## config.mk

```make
export PLATFORM = sky130hd
export DESIGN_NAME = gmii_to_rgmii_tx
export DESIGN_NICKNAME = d
export VERILOG_FILES = /design/src/rtl/gbe_pkg.sv /design/src/rtl/rgmii_oddr.sv /design/src/rtl/gmii_to_rgmii_tx.sv
export SDC_FILE = /design/constraint.sdc
export NUM_CORES = 1
export LEC_CHECK = 0
export ABC_AREA = 1
export BUFFER_PORTS_ARGS = -buffer_cell sky130_fd_sc_hd__buf_2
export CORE_MARGIN = 2
export CORE_UTILIZATION = 29
export DETAILED_ROUTE_END_ITERATION = 12
export PLACE_DENSITY = 0.48
export SLEW_MARGIN = 10
export SYNTH_ARGS = -nofsm -noshare
export SYNTH_HDL_FRONTEND = slang
export SYNTH_SLANG_ARGS = --single-unit
```

## constraint.sdc

```tcl
create_clock -name TXCLK_i -period 3.2 [get_ports TXCLK_i]
set_input_delay 0.64 -clock TXCLK_i [delete_from_list [all_inputs] [get_ports TXCLK_i]]
set_output_delay 0.64 -clock TXCLK_i [all_outputs]
set_load 0.1 [all_outputs]
```

## src/rtl/gbe_pkg.sv

```systemverilog
// Shared definitions for the gigabit Ethernet datapath: transmit FSM encoding,
// frame/IFG defaults and statistics counter widths.
package gbe_pkg;

  typedef enum logic [1:0] {
    ST_IDLE  = 2'd0,
    ST_FRAME = 2'd1,
    ST_DROP  = 2'd2,
    ST_GAP   = 2'd3
  } tx_state_e;

  localparam int unsigned DEF_MAX_FRAME_LEN = 1522;
  localparam int unsigned DEF_MIN_IFG       = 12;

  localparam int unsigned FRAME_CNT_W = 32;
  localparam int unsigned BYTE_CNT_W  = 32;
  localparam int unsigned ERR_CNT_W   = 16;
  localparam int unsigned IFG_CNT_W   = 16;
  localparam int unsigned LEN_W       = 16;
  localparam int unsigned GAP_W       = 16;

endpackage

```

## src/rtl/rgmii_oddr.sv

```systemverilog
// Single-bit DDR output cell: rising-half value from a posedge register,
// falling-half value relaunched by a negedge register, selected by clock phase.
module rgmii_oddr (
  input  logic clk_i,
  input  logic rst_i,
  input  logic rise_d_i,
  input  logic fall_d_i,
  output logic q_o
);

  logic rise_q;
  logic fall_pos_q;
  logic fall_neg_q;

  always_ff @(posedge clk_i) begin
    if (rst_i) begin
      rise_q     <= 1'b0;
      fall_pos_q <= 1'b0;
    end else begin
      rise_q     <= rise_d_i;
      fall_pos_q <= fall_d_i;
    end
  end

  // Half-cycle retiming so the falling-half bit changes only at negedge.
  always_ff @(negedge clk_i) begin
    fall_neg_q <= fall_pos_q;
  end

  assign q_o = clk_i ? rise_q : fall_neg_q;

endmodule

```

## src/rtl/gmii_to_rgmii_tx.sv

```systemverilog
// GMII (8-bit SDR) to RGMII (4-bit DDR) transmit converter with frame gating,
// oversize truncation via forced TX_ER, IFG monitoring and statistics.
module gmii_to_rgmii_tx
  import gbe_pkg::*;
#(
  parameter int unsigned MAX_FRAME_LEN = DEF_MAX_FRAME_LEN,
  parameter int unsigned MIN_IFG       = DEF_MIN_IFG
) (
  input  logic                   TXCLK_i,
  input  logic                   reset,
  input  logic [7:0]             GMII_TX_TXD_i,
  input  logic                   GMII_TX_EN_i,
  input  logic                   GMII_TX_ER_i,
  input  logic                   tx_enable_i,
  output logic                   TXC_o,
  output logic [3:0]             TXDATA_o,
  output logic                   TXCTL_o,
  output logic [FRAME_CNT_W-1:0] frame_cnt_o,
  output logic [BYTE_CNT_W-1:0]  byte_cnt_o,
  output logic [ERR_CNT_W-1:0]   err_cnt_o,
  output logic [IFG_CNT_W-1:0]   ifg_viol_cnt_o,
  output logic                   busy_o
);

  localparam logic [LEN_W-1:0] MAX_L = LEN_W'(MAX_FRAME_LEN);
  localparam logic [GAP_W-1:0] MIN_G = GAP_W'(MIN_IFG);

  function automatic logic [15:0] sat_inc16(input logic [15:0] v);
    return (v == 16'hFFFF) ? v : v + 16'd1;
  endfunction

  function automatic logic [GAP_W-1:0] sat_gap(input logic [GAP_W-1:0] v);
    return (v >= MIN_G) ? MIN_G : v + GAP_W'(1);
  endfunction

  tx_state_e              state_q, state_d;
  logic [LEN_W-1:0]       len_q, len_d;
  logic [GAP_W-1:0]       gap_q, gap_d;
  logic                   errored_q, errored_d;
  logic                   en_prev_q;
  logic                   busy_q;
  logic [FRAME_CNT_W-1:0] frame_cnt_q, frame_cnt_d;
  logic [BYTE_CNT_W-1:0]  byte_cnt_q, byte_cnt_d;
  logic [ERR_CNT_W-1:0]   err_cnt_q, err_cnt_d;
  logic [IFG_CNT_W-1:0]   viol_cnt_q, viol_cnt_d;

  logic       xmit;
  logic       forced;
  logic       frame_inc;
  logic       err_inc;
  logic       viol_inc;
  logic       start_edge;
  logic [3:0] rise_data, fall_data;
  logic       rise_ctl, fall_ctl;

  // A frame may only begin on a fresh TX_EN edge; this also ignores the
  // remainder of a frame that was interrupted by reset.
  assign start_edge = GMII_TX_EN_i & ~en_prev_q;

  always_comb begin
    state_d   = state_q;
    len_d     = len_q;
    gap_d     = gap_q;
    errored_d = errored_q;
    xmit      = 1'b0;
    forced    = 1'b0;
    frame_inc = 1'b0;
    err_inc   = 1'b0;
    viol_inc  = 1'b0;
    case (state_q)
      ST_IDLE, ST_GAP: begin
        if (start_edge) begin
          if (state_q == ST_GAP && gap_q < MIN_G) viol_inc = 1'b1;
          if (tx_enable_i) begin
            state_d   = ST_FRAME;
            xmit      = 1'b1;
            len_d     = LEN_W'(1);
            errored_d = GMII_TX_ER_i;
          end else begin
            state_d = ST_DROP;
          end
        end else if (state_q == ST_GAP) begin
          if (gap_q == MIN_G) state_d = ST_IDLE;
          else                gap_d   = sat_gap(gap_q);
        end
      end
      ST_FRAME: begin
        if (GMII_TX_EN_i) begin
          xmit      = 1'b1;
          forced    = (len_q >= MAX_L);
          len_d     = sat_inc16(len_q);
          errored_d = errored_q | GMII_TX_ER_i | forced;
        end else begin
          state_d   = ST_GAP;
          gap_d     = GAP_W'(1);
          frame_inc = 1'b1;
          err_inc   = errored_q;
        end
      end
      ST_DROP: begin
        if (!GMII_TX_EN_i) begin
          state_d = ST_GAP;
          gap_d   = GAP_W'(1);
        end
      end
      default: state_d = ST_IDLE;
    endcase
  end

  always_comb begin
    frame_cnt_d = frame_cnt_q + FRAME_CNT_W'(frame_inc);
    byte_cnt_d  = byte_cnt_q + BYTE_CNT_W'(xmit);
    err_cnt_d   = err_inc  ? sat_inc16(err_cnt_q)  : err_cnt_q;
    viol_cnt_d  = viol_inc ? sat_inc16(viol_cnt_q) : viol_cnt_q;
  end

  always_ff @(posedge TXCLK_i) begin
    if (reset) begin
      state_q     <= ST_IDLE;
      len_q       <= '0;
      gap_q       <= '0;
      errored_q   <= 1'b0;
      en_prev_q   <= 1'b1;
      busy_q      <= 1'b0;
      frame_cnt_q <= '0;
      byte_cnt_q  <= '0;
      err_cnt_q   <= '0;
      viol_cnt_q  <= '0;
    end else begin
      state_q     <= state_d;
      len_q       <= len_d;
      gap_q       <= gap_d;
      errored_q   <= errored_d;
      en_prev_q   <= GMII_TX_EN_i;
      busy_q      <= (state_d == ST_FRAME);
      frame_cnt_q <= frame_cnt_d;
      byte_cnt_q  <= byte_cnt_d;
      err_cnt_q   <= err_cnt_d;
      viol_cnt_q  <= viol_cnt_d;
    end
  end

  // Falling-half CTL carries TX_EN xor TX_ER; outside a transmitted byte
  // both halves are held at the idle encoding.
  always_comb begin
    rise_data = xmit ? GMII_TX_TXD_i[3:0] : 4'h0;
    fall_data = xmit ? GMII_TX_TXD_i[7:4] : 4'h0;
    rise_ctl  = xmit;
    fall_ctl  = xmit & ~(GMII_TX_ER_i | forced);
  end

  for (genvar b = 0; b < 4; b++) begin : g_data_oddr
    rgmii_oddr u_oddr (
      .clk_i    (TXCLK_i),
      .rst_i    (reset),
      .rise_d_i (rise_data[b]),
      .fall_d_i (fall_data[b]),
      .q_o      (TXDATA_o[b])
    );
  end

  rgmii_oddr u_ctl_oddr (
    .clk_i    (TXCLK_i),
    .rst_i    (reset),
    .rise_d_i (rise_ctl),
    .fall_d_i (fall_ctl),
    .q_o      (TXCTL_o)
  );

  assign TXC_o          = TXCLK_i;
  assign busy_o         = busy_q;
  assign frame_cnt_o    = frame_cnt_q;
  assign byte_cnt_o     = byte_cnt_q;
  assign err_cnt_o      = err_cnt_q;
  assign ifg_viol_cnt_o = viol_cnt_q;

endmodule

```

==> reports/results.tsv, run 1 <==
metric	value	unit
die-area	28200	sq um
finalHoldViolCount	0	
min_path_type	primary input to flop	
status	finished, violations left	
yosys-top-cells-area	dfxtp_1 38%, nand2_1 17%, nor2_1 9.9%, inv_1 7.1%, nand3_1 5.0%	
vias	7590	
slew_viol_final	0	
cap_violations	0	
hpwl	15800	um
violations	setup timing	
syn2layout_area_growth	21.8	%
min_to	g_data_oddr[1].u_oddr.rise_q$_SDFF_PP0_	
placedCellCount	1628	
synth-main-ff-cell	dfxtp_1	
grt.total_usage	15.3	%
power.density	548	nW/um^2
synth_cells	1201	
p_leak	3.94	nW
ys_warn_count	0	
crit_chain	nand2_1 -> nand2_2 -> buf_12	
tightestPinTransition	0.887	ns
synth_nets	1229	
ys_ff_latch	148	
setup_tns	-1.11	ns
yosysMostFrequentCell	nand2_1	
r2r_start	state_q[0]$_SDFF_PP0_	
reg2reg_to	byte_cnt_o[16]$_SDFF_PP0_	
async_flop_share	0	%
first_pass_iters	6	
critPathKind	flop to output port	
design.core.area	26200	sq um
critPathSlowestCell	dfxtp_1	
worstSkewPairLatency	0.58	ns
grt-ovfl-total	0	
rsz0062_at_grt	true	
die_h	168	um
wirelength	21400	um
endpoint_kind	output port	
setup_violations	10	
max_stage_delay	0.30	ns
initial_utilization	29.7	%
grt_max_degree	77	
portBuffers	115	
synth_area_leader_cell	dfxtp_1	
synth_top_area_share	38.1	%
boundaryPins	116	
cts_setup_buffers	0	
cp.required	2.56	ns
synth_seq_area_share	38.1	%
crit_fanout	1	
hold_start	GMII_TX_TXD_i[1]	
cp-start-kind	flop	
relSlewSlack	40.8	%
ir_drop	0.537	mV
holdBufCountCts	0	
placed_cell_area	8650	sq um
ys_types	37	
drtAntennaViolNets	0	
chipWidth	168	um
drive_gt1_share	14.7	%
synthTopCellsByCount	346 x nand2_1, 206 x nor2_1, 148 x dfxtp_1, 147 x inv_1, 78 x nand3_1	
stdcell_area	9480	sq um
utilization	36.2	%
cts.clk_slew.worst_paths	0.07	ns
vias_per_cell	4.53	
nNetsFinal	1353	
grt_pass1_wl	34900	um
clock_skew	0.0434	ns
cts_tree	built	
synth_area	7780	sq um
gp_congestion	0.842	
pre_cts_slack	0.164	ns
fin_ws	-0.228	ns
dr.first_iter.drc_count	324	
fp-row-count	59	
holdPathStages	3	
grt_pass1_vias	7105	
worstPathArrival	2.79	ns
rr_worst_depth	17	
antenna_found_initial	1	
rrSetupSlack	0.36	ns
instances_no_fill	1675	
drc_errors	0	
crit_path_start	u_ctl_oddr.fall_neg_q$_DFF_N_	
synth_edf_count	0	
avgSynthCellArea	6.48	sq um
post_drt_wl_per_cell	12.8	um
[report_power, final]
| part | switching [W] | internal (W) | leakage (nW) | total (W) |
|---|---|---|---|---|
| clock network | 0.00123 | 0.00141 | 0.488 | 0.00265 |
| registers | 0.0000423 | 0.00190 | 1.19 | 0.00194 |
| logic | 0.000459 | 0.000149 | 2.26 | 0.000607 |
[sequential cells by signal, indices dropped and copies added, names as in the netlist, 2 cells and up]
name                           cells
byte_cnt_o                        32
err_cnt_o                         16
frame_cnt_o                       32
g_data_oddr.u_oddr.fall_neg_q      4
g_data_oddr.u_oddr.fall_pos_q      4
g_data_oddr.u_oddr.rise_q          4
gap_q                             16
ifg_viol_cnt_o                    16
len_q                             16
state_q                            2
[worst max path at each step]
stage / end / slack, ns / cells past startpoint
floorplan: TXCTL_o / 0.23 / 2
global placement: TXCTL_o / 0.17 / 3
detailed placement: TXCTL_o / 0.16 / 3
CTS: TXCTL_o / -0.27 / 3
global route: TXDATA_o[2] / -0.28 / 3
finish: TXCTL_o / -0.23 / 3
[per-stage QoR]
stage | hold WS [ns] | total power [W]
floorplan | 0.418 | 0.00269
global placement | 0.429 | 0.00282
detailed placement | 0.430 | 0.00282
CTS | 0.285 | 0.00530
global route | 0.300 | 0.00548
finish | 0.309 | 0.00520
[critical path: cells and delay by family, from the launching register on]
kind | cells | cell delay [ns]
flops | 1 | 0.30
buf+inv | 1 | 0.17
simple gates | 2 | 0.14
[layout by cell type (no fill, tap or decap), types with 2 or more instances in the layout]
master,synthesis,final
nand2_1,346,340
xor2_1,11,11
buf_12,0,5
clkinv_1,2,2
inv_2,6,6
a31oi_1,2,2
inv_6,0,3
o21ai_0,24,24
nor2_2,7,7
a21oi_1,75,75
buf_4,8,4
nor2_1,206,206
a21oi_2,5,5
nand3_1,78,78
inv_8,0,7
clkbuf_16,0,21
dfxtp_1,148,147
nor2_4,3,3
nor3_1,30,30
nor3b_1,3,3
xnor2_1,11,11
nand3_2,4,4
inv_1,147,156
or2_2,2,2
nand3b_1,12,12
ha_1,15,15
buf_2,2,109
o21a_1,6,6
nand2_2,4,10
nand4_1,19,19
inv_4,0,3
[area by class of cell]
cell class | count | area (sq um)
antenna | 1 | 2.50
timing repair buffer | 112 | 571
fill | 2849 | 16700
clock inverter | 25 | 208
inverter | 154 | 578
multi-input combinational | 872 | 4100
sequential | 148 | 2960
tap | 335 | 419
clock buffer | 28 | 634
[what timing repair did]
| item | CTS | global route |
|---|---|---|
| gates resized for setup | 24 | 2 |
| pin swaps | 0 | 2 |
| setup endpoints to repair | 10 | 10 |
[kinds of logic after synthesis]
group                      count (synthesis)  share of synthesized area (%)
and+or+nand+nor                          719                           39.5
buffers and inverters                    181                           9.44
DFF                                      148                           38.1
AOI/OAI and AO/OA                        116                           8.14
xor gates and xnor gates                  22                           2.48
adders and majority gates                 15                           2.41
[layer usage]
metal	vias up	GRT usage (%)	share of wire, %	wire (um)
met5	-	0	0	0
li1	4025	-	-	-
met3	27	4.18	4.5	965
met2	139	24.5	45	9730
met4	0	5.75	1.9	406
met1	3399	19.8	48	10300
Note: power is estimated with default switching activity, not from simulation.
==> inputs of run 2 (changes only) <==
- clock period: 3.2 -> 3.3 ns (I/O delays scaled with it)
==> run 2 against run 1 <==
Effect of this change: the run still ends with setup timing left; first-iteration DRC count grew 28%; count of clock-buffer cells in the layout is the same; highest routed layer is now met5; power shrank 3.2%; wire length grew 1.0%; critical endpoint is now TXDATA_o[1]; register-to-register slack gained 0.05 ns; global-route usage grew 0.31 points; clock power shrank 3%; final cell count is the same; sequential cell count is the same; utilization is essentially flat; sequential power shrank 3%.
==> reports/results.tsv, run 2 (same netlist as run 1, synthesis figures left out) <==
metric	value	unit
status	finished, violations left	
violations	setup timing	
p_clk_share	50.9	%
drive_gt1_share	15.1	%
instances_no_fill	1675	
wirelength	21600	um
placed_cell_area	8660	sq um
finalHoldViolCount	0	
cp.buffers_inverters	1	
boundaryPins	116	
cp.required	2.64	ns
grt_max_degree	79	
cts_setup_buffers	0	
grt_pass1_wl	35400	um
die-area	28200	sq um
final_common_cell	nand2_1	
chipWidth	168	um
p_seq_share	37.5	%
design.core.area	26200	sq um
first_pass_iters	5	
p_leak	3.94	nW
dr_wl_met3	972	um
nNetsFinal	1354	
stdcell_area	9490	sq um
swShare	34.5	%
fin_ws	-0.202	ns
cts_tree	built	
gp_congestion	0.838	
antennaDiodeCount	0	
endpoint_kind	output port	
power.density	530	nW/um^2
fp-row-count	59	
intPower	0.00330	W
hpwl	15800	um
cap_violations	0	
crit_fanout	1	
worstSkewPairLatency	0.58	ns
setup_violations	10	
placedCellCount	1629	
rsz0062_at_grt	true	
crit_chain	nand2_1 -> nand2_2 -> buf_12	
cp_top_family	flip-flops	
cts.clk_slew.worst_paths	0.07	ns
drc_errors	0	
p_switching	0.00173	W
wl_met1	10500	um
final_cell_mix	338 x nand2_1, 206 x nor2_1, 156 x inv_1	
top_layer_used	met5	
tightestPinTransition	0.941	ns
drtAntennaViolNets	0	
slew_viol_final	0	
grt_pass1_vias	7168	
antenna_found_initial	1	
max_stage_delay	0.29	ns
critPathKind	flop to output port	
clock_skew	0.0458	ns
min_path_type	primary input to flop	
power_frac_comb	11.6	%
dr.first_iter.drc_count	416	
syn2layout_area_growth	21.9	%
relSlewSlack	37.3	%
vias	7637	
vias_per_cell	4.56	
initial_utilization	29.7	%
ir_drop	0.508	mV
critPathSlowestCell	dfxtp_1	
post_drt_wl_per_cell	12.9	um
cp-start-kind	flop	
met2_wirelength	9760	um
worstPathArrival	2.84	ns
rrSetupSlack	0.41	ns
grt-ovfl-total	0	
grt.total_usage	15.6	%
die_h	168	um
portBuffers	115	
run 2: cell count changes in the layout (fill, tap and decap cells not counted), moves of 2 or more:
cell,previous run,this run
inv_4,3,0
dfxtp_1,147,145
dfxtp_2,1,3
clkinv_4,0,2
nand2_2,10,12
nand2_1,340,338
run 2: worst paths after layout:
| kind | cells past startpoint | endpoint | start |
|---|---|---|---|
| hold / removal | 3 | g_data_oddr[1].u_oddr.fall_pos_q$_SDFF_PP0_ | GMII_TX_TXD_i[5] |
| setup / recovery | 3 | TXDATA_o[1] | g_data_oddr[1].u_oddr.fall_neg_q$_DFF_N_ |
| hold reg to reg | 2 | gap_q[13]$_SDFFE_PP0P_ | gap_q[13]$_SDFFE_PP0P_ |
| setup reg to reg | 17 | byte_cnt_o[16]$_SDFF_PP0_ | state_q[0]$_SDFF_PP0_ |
run 2: timing repair:
item                                    CTS  global route
hold endpoints to repair                  0             0
resized for setup                        25             6
pin swaps                                 0             4
hold buffers                              0             0
endpoints found under the setup margin   10            10
run 2: power groups by stage:
| stage | Combinational, W | Clock [W] | Sequential, W |
|---|---|---|---|
| 2_1_floorplan | 0.000377 | 0.000223 | 0.00201 |
| 3_3_place_gp | 0.000592 | 0.000213 | 0.00193 |
| 3_5_place_dp | 0.000590 | 0.000213 | 0.00193 |
| 4_1_cts | 0.000593 | 0.00264 | 0.00189 |
| 5_1_grt | 0.000654 | 0.00274 | 0.00190 |
| 6_report | 0.000582 | 0.00256 | 0.00189 |
run 2: final cells by class:
| type | count | area (sq um) |
|---|---|---|
| clock inverter | 25 | 208 |
| tap | 335 | 419 |
| sequential | 148 | 2970 |
| fill | 2850 | 16700 |
| clock buffer | 28 | 634 |
| timing repair buffer | 113 | 578 |
| multi-input combinational | 872 | 4110 |
| inverter | 154 | 578 |
run 2: worst min-delay path: stages:
cell,delay (ns)
buf_2,0.10
inv_1,0.04
nor2_1,0.03
run 2: stage by stage:
step                      setup slack (ns)  power, W  TNS, ns  hold WS [ns]  utilization, %
after floorplan                    0.00677   0.00261        0         0.418               -
after global placement               0.204   0.00273        0         0.426            33.0
after detailed placement             0.200   0.00273        0         0.429            33.0
after CTS                           -0.233   0.00512    -1.12         0.303            36.2
after global routing                -0.275   0.00529    -1.30         0.306            36.2
final                               -0.202   0.00503   -0.979         0.328            36.2
run 2: metal layers:
layer / vias to the layer above / global-route usage [%]
met4: 2 / 5.94
met3: 27 / 4.09
met5: - / 0
met2: 127 / 25.0
li1: 4029 / -
met1: 3452 / 20.2
